--- src/rtl/com_pkg.sv ---
// Shared serial-port definitions: receiver state encoding, default oversample rate, frame bit counts.
// COM_RX_PARITY_EN selects whether frames carry an even parity bit.
`timescale 1ns/1ps
package com_pkg;

  localparam int OVS_DEFAULT = 16;
  localparam int START_BITS  = 1;
  localparam int DATA_BITS   = 8;
  localparam int STOP_BITS   = 1;
`ifdef COM_RX_PARITY_EN
  localparam int PARITY_BITS = 1;
`else
  localparam int PARITY_BITS = 0;
`endif
  localparam int FRAME_BITS  = START_BITS + DATA_BITS + PARITY_BITS + STOP_BITS;

  typedef enum logic [2:0] {
    IDLE,
    START,
    DATA,
    PARITY,
    STOP,
    WAITHI
  } rx_state_t;

  // Even parity over data plus the received parity bit; 1 means the frame is corrupt.
  function automatic logic even_par_err(input logic [DATA_BITS-1:0] d, input logic p);
    return (^d) ^ p;
  endfunction

endpackage

--- src/rtl/com_rx_sync.sv ---
// Two-flop synchronizer for the asynchronous serial line; resets to idle (1).
`timescale 1ns/1ps
module com_rx_sync (
  input  logic clk,
  input  logic reset,
  input  logic d,
  output logic q
);

  logic meta;

  always_ff @(posedge clk) begin
    if (reset) begin
      meta <= 1'b1;
      q    <= 1'b1;
    end else begin
      meta <= d;
      q    <= meta;
    end
  end

endmodule

--- src/rtl/com_to_in.sv ---
// UART receiver: oversampled start/data/parity/stop framing with break handling.
// Macro COM_RX_PARITY_EN enables the even parity bit; otherwise frames are 10 bits and parErr stays 0.
`timescale 1ns/1ps
module com_to_in
  import com_pkg::*;
#(
  parameter int OVS = OVS_DEFAULT
) (
  input  logic       clk,
  input  logic       reset,
  input  logic       enable,
  input  logic       rx,
  output logic [7:0] data,
  output logic       isFinish,
  output logic       parErr,
  output logic       frameErr,
  output logic       busy
);

  localparam int CW = $clog2(OVS);
  localparam logic [CW-1:0] CNT_LAST = CW'(OVS - 1);
  localparam logic [CW-1:0] CNT_MID  = CW'(OVS / 2 - 1);

  logic            rxs;
  rx_state_t       state, state_n;
  logic [CW-1:0]   cnt, cnt_n;
  logic [2:0]      idx, idx_n;
  logic [7:0]      shreg, shreg_n;
  logic [7:0]      data_n;
  logic            frame_err_n;
  logic            finish_n;

  com_rx_sync u_sync (
    .clk   (clk),
    .reset (reset),
    .d     (rx),
    .q     (rxs)
  );

`ifdef COM_RX_PARITY_EN
  logic par_bad, par_bad_n;
  logic par_err_n;
`endif

  always_comb begin
    state_n     = state;
    cnt_n       = cnt;
    idx_n       = idx;
    shreg_n     = shreg;
    data_n      = data;
    frame_err_n = frameErr;
    finish_n    = 1'b0;
`ifdef COM_RX_PARITY_EN
    par_bad_n   = par_bad;
    par_err_n   = parErr;
`endif
    if (enable) begin
      case (state)
        IDLE: begin
          if (!rxs) begin
            state_n = START;
            cnt_n   = '0;
          end
        end
        START: begin
          // Mid-start-bit check rejects short glitches without reporting a frame.
          if (cnt == CNT_MID) begin
            cnt_n   = '0;
            idx_n   = '0;
            state_n = rxs ? IDLE : DATA;
          end else begin
            cnt_n = cnt + 1'b1;
          end
        end
        DATA: begin
          if (cnt == CNT_LAST) begin
            cnt_n          = '0;
            shreg_n[idx]   = rxs;
            if (idx == 3'd7) begin
              idx_n = '0;
`ifdef COM_RX_PARITY_EN
              state_n = PARITY;
`else
              state_n = STOP;
`endif
            end else begin
              idx_n = idx + 3'd1;
            end
          end else begin
            cnt_n = cnt + 1'b1;
          end
        end
        PARITY: begin
`ifdef COM_RX_PARITY_EN
          if (cnt == CNT_LAST) begin
            cnt_n     = '0;
            par_bad_n = even_par_err(shreg, rxs);
            state_n   = STOP;
          end else begin
            cnt_n = cnt + 1'b1;
          end
`else
          state_n = IDLE;
`endif
        end
        STOP: begin
          if (cnt == CNT_LAST) begin
            cnt_n       = '0;
            data_n      = shreg;
            frame_err_n = ~rxs;
            finish_n    = 1'b1;
`ifdef COM_RX_PARITY_EN
            par_err_n   = par_bad;
`endif
            // A low stop bit may be a break; wait for the line to recover before hunting.
            state_n     = rxs ? IDLE : WAITHI;
          end else begin
            cnt_n = cnt + 1'b1;
          end
        end
        WAITHI: begin
          if (rxs) state_n = IDLE;
        end
        default: state_n = IDLE;
      endcase
    end
  end

  always_ff @(posedge clk) begin
    if (reset) begin
      state    <= IDLE;
      cnt      <= '0;
      idx      <= '0;
      shreg    <= '0;
      data     <= 8'h00;
      frameErr <= 1'b0;
      isFinish <= 1'b0;
    end else begin
      state    <= state_n;
      cnt      <= cnt_n;
      idx      <= idx_n;
      shreg    <= shreg_n;
      data     <= data_n;
      frameErr <= frame_err_n;
      isFinish <= finish_n;
    end
  end

`ifdef COM_RX_PARITY_EN
  always_ff @(posedge clk) begin
    if (reset) begin
      par_bad <= 1'b0;
      parErr  <= 1'b0;
    end else begin
      par_bad <= par_bad_n;
      parErr  <= par_err_n;
    end
  end
`else
  assign parErr = 1'b0;
`endif

  assign busy = (state != IDLE);

endmodule

--- config.mk ---
export PLATFORM = sky130hd
export DESIGN_NAME = com_to_in
export DESIGN_NICKNAME = d
export VERILOG_FILES = /design/src/rtl/com_pkg.sv /design/src/rtl/com_rx_sync.sv /design/src/rtl/com_to_in.sv
export SDC_FILE = /design/constraint.sdc
export NUM_CORES = 1
export LEC_CHECK = 0
export CORE_ASPECT_RATIO = 0.9
export CORE_UTILIZATION = 30
export DETAILED_ROUTE_END_ITERATION = 16
export HOLD_SLACK_MARGIN = 0.08
export PLACE_DENSITY = 0.53
export REMOVE_ABC_BUFFERS = 1
export SLEW_MARGIN = 40
export SYNTH_ARGS = -nofsm -noshare
export SYNTH_HDL_FRONTEND = slang
export SYNTH_SLANG_ARGS = --single-unit
--- constraint.sdc ---
create_clock -name clk -period 2.45 [get_ports clk]
set_input_delay 0.3675 -clock clk [delete_from_list [all_inputs] [get_ports clk]]
set_output_delay 0.3675 -clock clk [all_outputs]
set_load 0.05 [all_outputs]
==> impl_results.md, run 1 <==
- Post-synth EDFFs: 0
- Worst-path cell chain: nor3_1 > inv_1 > clkdlybuf4s50_1
- Largest family of logic cells by synthesized area: simple AND/OR/NAND/NOR gates
- Starting Density: ~31%
- Drt pass-1 iters: 4
- Post-synthesis adder-cell area fraction: around 2.5%
- Final nets: between 150 and 200
- Synth Cell Area: approximately 1500 µm²
- Worst r2r src: state[0]
- Crit-path max FO: 15
- Mapped Cells: 163
- Pwr dens: 642 nW/µm²
- Simple-Gate Fraction of Synth Area: ~27%
- Ys async rst share: 0%
- Critical Path AT: between 1.5 and 2 ns
- Iteration-0 DRC Markers: 38
- CTS Buf Count: 5
- Clk network pwr share: about 53%
- Critical path class: flop to output port
- Overall routing resource usage: 12.4%
- Max Slew Vio Count: 0
- DP HPWL: 2180 µm
- Warnings from Yosys: 0
- Top FF cell, synth: dfxtp_1
- Seq pwr share: between 40% and 50%
- Final Instance Area: around 1800 µm²
- CTS tree: done
- Max stage delay cell, worst path: clkdlybuf4s50_1
- Mux share of post-synthesis cell area: 14.4%
- Met2 Wirelength: 1280 µm
- Synth Area in XOR/XNOR: less than 1%
- DR top layer: met4
- Gpl congestion: between 0.7 and 0.8
- Max clock buf depth: 2
- Number of max-cap violations: 0
- Via count: 1184
- Layout cells sized above 1: between 10% and 20%
- Diode count: 0
- Critical path startpoint category: flop
- Hold_buf cts: 0
- Hold_sp: u_sync.meta
- CTS Sinks: 30
- #FFs+latches synth: 30
- Compound-gate portion of the synthesized area: about a tenth
- WL final: 3040 µm
- M1 WL: 1590 µm
- Congestion Overflow GR: 0
- Commonest cells after routing, fill and taps aside: dfxtp_1, nor2_1, mux2i_1
- RSZ-0062 raised after global routing: no
- Area Overhead vs Synth: 21.8%
- Syn_area_per_cell: between 9 and 10 µm²
- # Post-CTS Setup Buffers: 0
- Gate power share: 4.3%
- I/O Pins: 16
- Row count: 24
- Pin count of the biggest net entering global routing: 19
- First-pass GRT wire length: between 5000 and 6000 µm
- Vias in the first global route: about 1100
- CP max stage delay: 0.81 ns
- Clk_lat worst skew: between 0.2 and 0.3 ns
- Fill cells: ~510
- Final hold violations: 0
- Met3 routed WL: ~120 µm
- Switch share: around a fifth
- Post-layout minimum cycle time: about 2.3 ns
- Die Ht: between 60 and 70 µm
- Max Fclk: between 400 and 500 MHz
- DIE WIDTH: between 70 and 80 µm
- Psw: around 230 µW
- Setup TNS: 0 ns
- Lkg Pwr: about 0.67 nW
- Area after DPL: roughly 1700 µm²
- Routed Antenna Nets: 0
- Library cells used by synthesis: 42
- Maximum vdd ir drop: about 0.00023 V
- Sequential-to-total area share from yosys stat: approximately two fifths
- Resized Gates After CTS: 0
- Layout Skew: between 0.004 and 0.005 ns
- Status: finished clean
- # DRC: 0
- Routed WL per cell: 12.6 µm
- Hold Path Class: flop to flop
- Least-Margin Pin Slew: about 0.53 ns
- H-tree Lvls: 2
- Die area: roughly 5300 µm²
- Crit. Startpoint: state[0]
- CP endpoint kind: output port
- Final setup viols: 0
- Worst slew margin: 64.5%
- Cell-internal power: around 940 µW
- Period utilisation layout: between 90% and 100%
- I/O Buffers: 14
- Root Driver: clkbuf_8
- Vias/cell: around 4.9
- Core Area: 4830 µm²
- Worst Path Required: about 2.1 ns
- Commonest non-fill, non-tap cell in the layout: dfxtp_1
- Worst-path clk slew: 0.07 ns
- Initial antenna violation count: 0
-- final timing paths --
| kind | to | slack (ns) | depth (start not counted) |
|---|---|---|---|
| max | busy | 0.12 | 3 |
| min | u_sync.q | 0.41 | 1 |
| max reg2reg | idx[1] | 0.41 | 4 |
| min reg2reg | u_sync.q | 0.41 | 1 |
-- sequential cells by signal, indices dropped and copies added, names as in the netlist --
register,cells
cnt,4
frameErr,1
u_sync.meta,1
data,8
shreg,8
isFinish,1
u_sync.q,1
idx,3
state,3
-- power by group through the flow --
stage               combinational [mW]  clock [mW]  sequential (mW)
floorplan                       0.0277           0            0.506
global placement                0.0499           0            0.508
detailed placement              0.0508           0            0.508
CTS                             0.0510       0.633            0.497
global route                    0.0544       0.660            0.498
finish                          0.0507       0.623            0.497
-- critical path, delay by kind of cell, from the launching register on --
| kind | cells | cell delay (ns) |
|---|---|---|
| and+or+nand+nor | 1 | 0.12 |
| buffers and inverters | 2 | 0.95 |
| DFF | 1 | 0.60 |
-- kinds of logic after synthesis --
| kind of cell | after synthesis |
|---|---|
| buf+inv | 17 |
| other cells | 1 |
| simple gates | 75 |
| flops | 30 |
| mux | 21 |
| compound gates | 15 |
| fa+ha+maj | 3 |
| xor+xnor | 1 |
-- stage by stage --
step	worst slack [ns]	util [%]	cells	hold slack, ns	total power [mW]
2_1_floorplan	0.535	-	151	0.389	0.534
3_3_place_gp	0.432	34.8	234	0.391	0.558
3_5_place_dp	0.397	34.8	234	0.397	0.559
4_1_cts	0.119	37.7	242	0.414	1.18
5_1_grt	0.0208	37.7	242	0.453	1.21
6_report	0.122	37.7	242	0.413	1.17
-- area by class of cell --
type | instances | area (µm²) | area share [%]
clock inverters | 2 | 60.1 | 3.29
inverters | 5 | 18.8 | 1.03
well taps | 65 | 81.3 | 4.46
clock buffers | 6 | 82.6 | 4.53
flip-flops and latches | 30 | 601 | 32.9
repair buffers | 18 | 170 | 9.33
multi-input cells | 116 | 811 | 44.4
-- routing by layer --
layer  vias to the layer above  track usage, %
li1                        609               -
met1                       551            16.3
met2                        17            18.4
met3                         7            3.84
met4                         0            5.77
met5                         -               0
-- synthesized netlist by cell type (2+ instances only) --
library cell	instances	area [µm²]
or4_1	2	15.0
nor4_1	3	18.8
nand3b_1	2	15.0
buf_4	3	22.5
buf_2	3	15.0
inv_1	5	18.8
and4_1	2	17.5
a21bo_2	2	20.0
nor3_1	3	15.0
nor2b_1	5	31.3
nor2_1	25	93.8
dfxtp_1	30	601
nand2_1	10	37.5
mux2i_1	20	200
nand3_1	2	10.0
or2_2	2	12.5
a21oi_1	4	20.0
nand4_1	10	62.6
clkbuf_1	5	18.8
ha_1	3	37.5
Power figures use the tool's default switching activity.
==> run 2: changes to the inputs <==
--- a/config.mk
+++ b/config.mk
@@ -11,7 +11,7 @@
 export HOLD_SLACK_MARGIN = 0.08
 export PLACE_DENSITY = 0.53
 export REMOVE_ABC_BUFFERS = 1
-export SLEW_MARGIN = 40
+export SLEW_MARGIN = 20
 export SYNTH_ARGS = -nofsm -noshare
 export SYNTH_HDL_FRONTEND = slang
 export SYNTH_SLANG_ARGS = --single-unit
==> results of run 2 <==
No change in the layout: final DEF, timing and power equal those of run 1.
==> run 3: changes to the inputs <==
--- a/config.mk
+++ b/config.mk
@@ -6,6 +6,7 @@
 export NUM_CORES = 1
 export LEC_CHECK = 0
 export CORE_ASPECT_RATIO = 0.9
+export CORE_MARGIN = 4
 export CORE_UTILIZATION = 30
 export DETAILED_ROUTE_END_ITERATION = 16
 export HOLD_SLACK_MARGIN = 0.08
==> run 3 against run 2 <==
  * Sequential share of layout area up 0.57 points
  * Critical endpoint is now idx[1]
  * Largest cell class unchanged
  * Non-clock buffer count unchanged
  * Clock-buffer cell count down 1
  * Highest routed layer unchanged
==> impl_results.md, run 3 (synthesized netlist as in run 1, its figures left out) <==
- CTS Sinks: 30 (unchanged)
- CP endpoint: idx[1]
- Hold-critical path depth: 1 (unchanged)
- Switch share: 21.7% (+2.4 points)
- R2r setup slk: 0.38 ns (-0.03 ns)
- Psw: 224 µW (-0.87%)
- Routed Antenna Nets: 0 (unchanged)
- Commonest cells after routing, fill and taps aside: dfxtp_1, nor2_1, mux2i_1
- Cell-internal power: 809 µW (-14%)
- Top flop regs: data x8, shreg x8, cnt x4
- Critical Path AT: 2.29 ns (+0.33 ns)
- Seq pwr share: 48.1% (+5.6 points)
- Drt pass-1 iters: 2 (-2)
- Vias/cell: 4.79 (-2.0%)
- Initial antenna violation count: 0 (unchanged)
- Core Area: 4830 µm² (unchanged)
- Final nets: 183 (unchanged)
- Worst slew margin: 65.0% (+0.47 points)
- Max Slew Vio Count: 0 (unchanged)
- Post-layout minimum cycle time: 2.07 ns (-0.257 ns)
- Status: finished clean
- Area Overhead vs Synth: 19.7%
- CTS tree: done
- Final hold violations: 0 (unchanged)
- Critical path class: flop to flop
- Worst flop-to-flop path endpoint: idx[1]
- Via count: 1160 (-2.0%)
- Crit-path max FO: 15 (unchanged)
- Diode count: 0 (unchanged)
- Worst-path cell chain: or3b_4 > a2111oi_4 > mux2_4 > nor2_1
- Period utilisation layout: 84.5% (-11 points)
- CP max stage delay: 0.61 ns (-0.20 ns)
- I/O Buffers: 14 (unchanged)
- Least-Margin Pin Slew: 0.522 ns (-0.00941 ns)
- Row count: 24 (unchanged)
- Maximum vdd ir drop: 0.000304 V (+30%)
- Starting Density: 31.0% (unchanged)
- Non-filler cells, final: 242 (unchanged)
- First-pass GRT wire length: 5420 µm (+4.3%)
- Worst-path clk slew: 0.07 ns (about the same)
- # DRC: 0 (unchanged)
- Iteration-0 DRC Markers: 62 (+63%)
- Max clock buf depth: 2 (unchanged)
- Commonest non-fill, non-tap cell in the layout: dfxtp_1
- Critical path startpoint category: flop
- Worst Path Required: 2.67 ns (+0.59 ns)
- Gate power share: 4.8% (+0.5 points)
- DP HPWL: 2330 µm (+6.9%)
- Overall routing resource usage: 11.5% (-0.94 points)
- Resized Gates After CTS: 0 (unchanged)
- DIE WIDTH: 82.5 µm (+7.8%)
- Root Driver: clkbuf_8
- Vias in the first global route: 1130 (+1.3%)
- Die area: 6190 µm² (+17%)
- CTS Buf Count: 5 (unchanged)
- CP endpoint kind: flop
- Setup TNS: 0 ns (unchanged)
- Number of max-cap violations: 0 (unchanged)
- Hold_buf cts: 0 (unchanged)
- H-tree Lvls: 2 (unchanged)
- I/O Pins: 16 (unchanged)
- Crit. Startpoint: state[0]
- Clk_lat worst skew: 0.28 ns (about the same)
- Lkg Pwr: 0.674 nW (+0.58%)
- Die Ht: 75.0 µm (+8.7%)
- Final setup viols: 0 (unchanged)
- Congestion Overflow GR: 0 (unchanged)
- Routed WL per cell: 13.0 µm (+3.2%)
- Clk network pwr share: 47.1% (-6.1 points)
- Pwr dens: 576 nW/µm² (-10%)
- RSZ-0062 raised after global routing: no
- Max Fclk: 483 MHz (+12%)
- # Post-CTS Setup Buffers: 0 (unchanged)
- Gpl congestion: 0.816 (+11%)
- Final Util: 37.1% (-0.65 points)
- Layout Skew: 0.00221 ns (-0.00256 ns)
- WL final: 3140 µm (+3.2%)
- Hold Path Class: flop to flop
- Pin count of the biggest net entering global routing: 23 (+4)
- R2R depth: 4 (unchanged)
- Layout cells sized above 1: 12.4% (unchanged)
- Dpl cells: 234 (unchanged)
- Worst r2r src: state[0]
- Max stage delay cell, worst path: dfxtp_1
## run 3: how the worst min path moves through the flow
stage,startpoint,end
final,u_sync.meta,u_sync.q
after global placement,u_sync.meta,u_sync.q
after floorplan,u_sync.meta,u_sync.q
after CTS,u_sync.meta,u_sync.q
after global routing,u_sync.meta,u_sync.q
after detailed placement,u_sync.meta,u_sync.q
## run 3: critical path: cells and delay by family (launching register included)
kind               cells  cell delay [ns]
AOI/OAI and AO/OA      1             0.52
DFF                    1             0.61
muxes                  1             0.34
and+or+nand+nor        2             0.53
## run 3: through the flow
stage	hold WS (ns)	power (mW)	cell area, µm²	setup slack (ns)
after floorplan	0.389	0.534	1430	0.535
after global placement	0.391	0.557	1680	0.433
after detailed placement	0.396	0.558	1680	0.382
after CTS	0.415	1.05	1790	0.0800
after global routing	0.424	1.07	1790	0.282
final	0.411	1.03	1790	0.380
## run 3: layout make-up
class	instances	area, µm²
inverter	5	18.8
sequential	30	601
timing repair buffer	18	173
tap	65	81.3
clock buffer	5	68.8
multi-input combinational	116	811
clock inverter	3	40.0
fill	486	3040
## run 3: power by group through the flow
| stage | logic [mW] | registers [mW] | clock network, mW |
|---|---|---|---|
| after detailed placement | 0.0502 | 0.508 | 0 |
| final | 0.0500 | 0.497 | 0.486 |
| after global routing | 0.0548 | 0.498 | 0.522 |
| after global placement | 0.0493 | 0.508 | 0 |
| after CTS | 0.0504 | 0.497 | 0.505 |
| after floorplan | 0.0277 | 0.506 | 0 |
## run 3: metal layers
layer / GRT usage (%) / part of all wire, % / vias to the layer above
met5: 0 / 0 / -
met4: 3.32 / 1.1 / 0
met3: 3.71 / 4.4 / 3
met2: 17.8 / 44 / 18
met1: 15.2 / 51 / 534
li1: - / - / 605
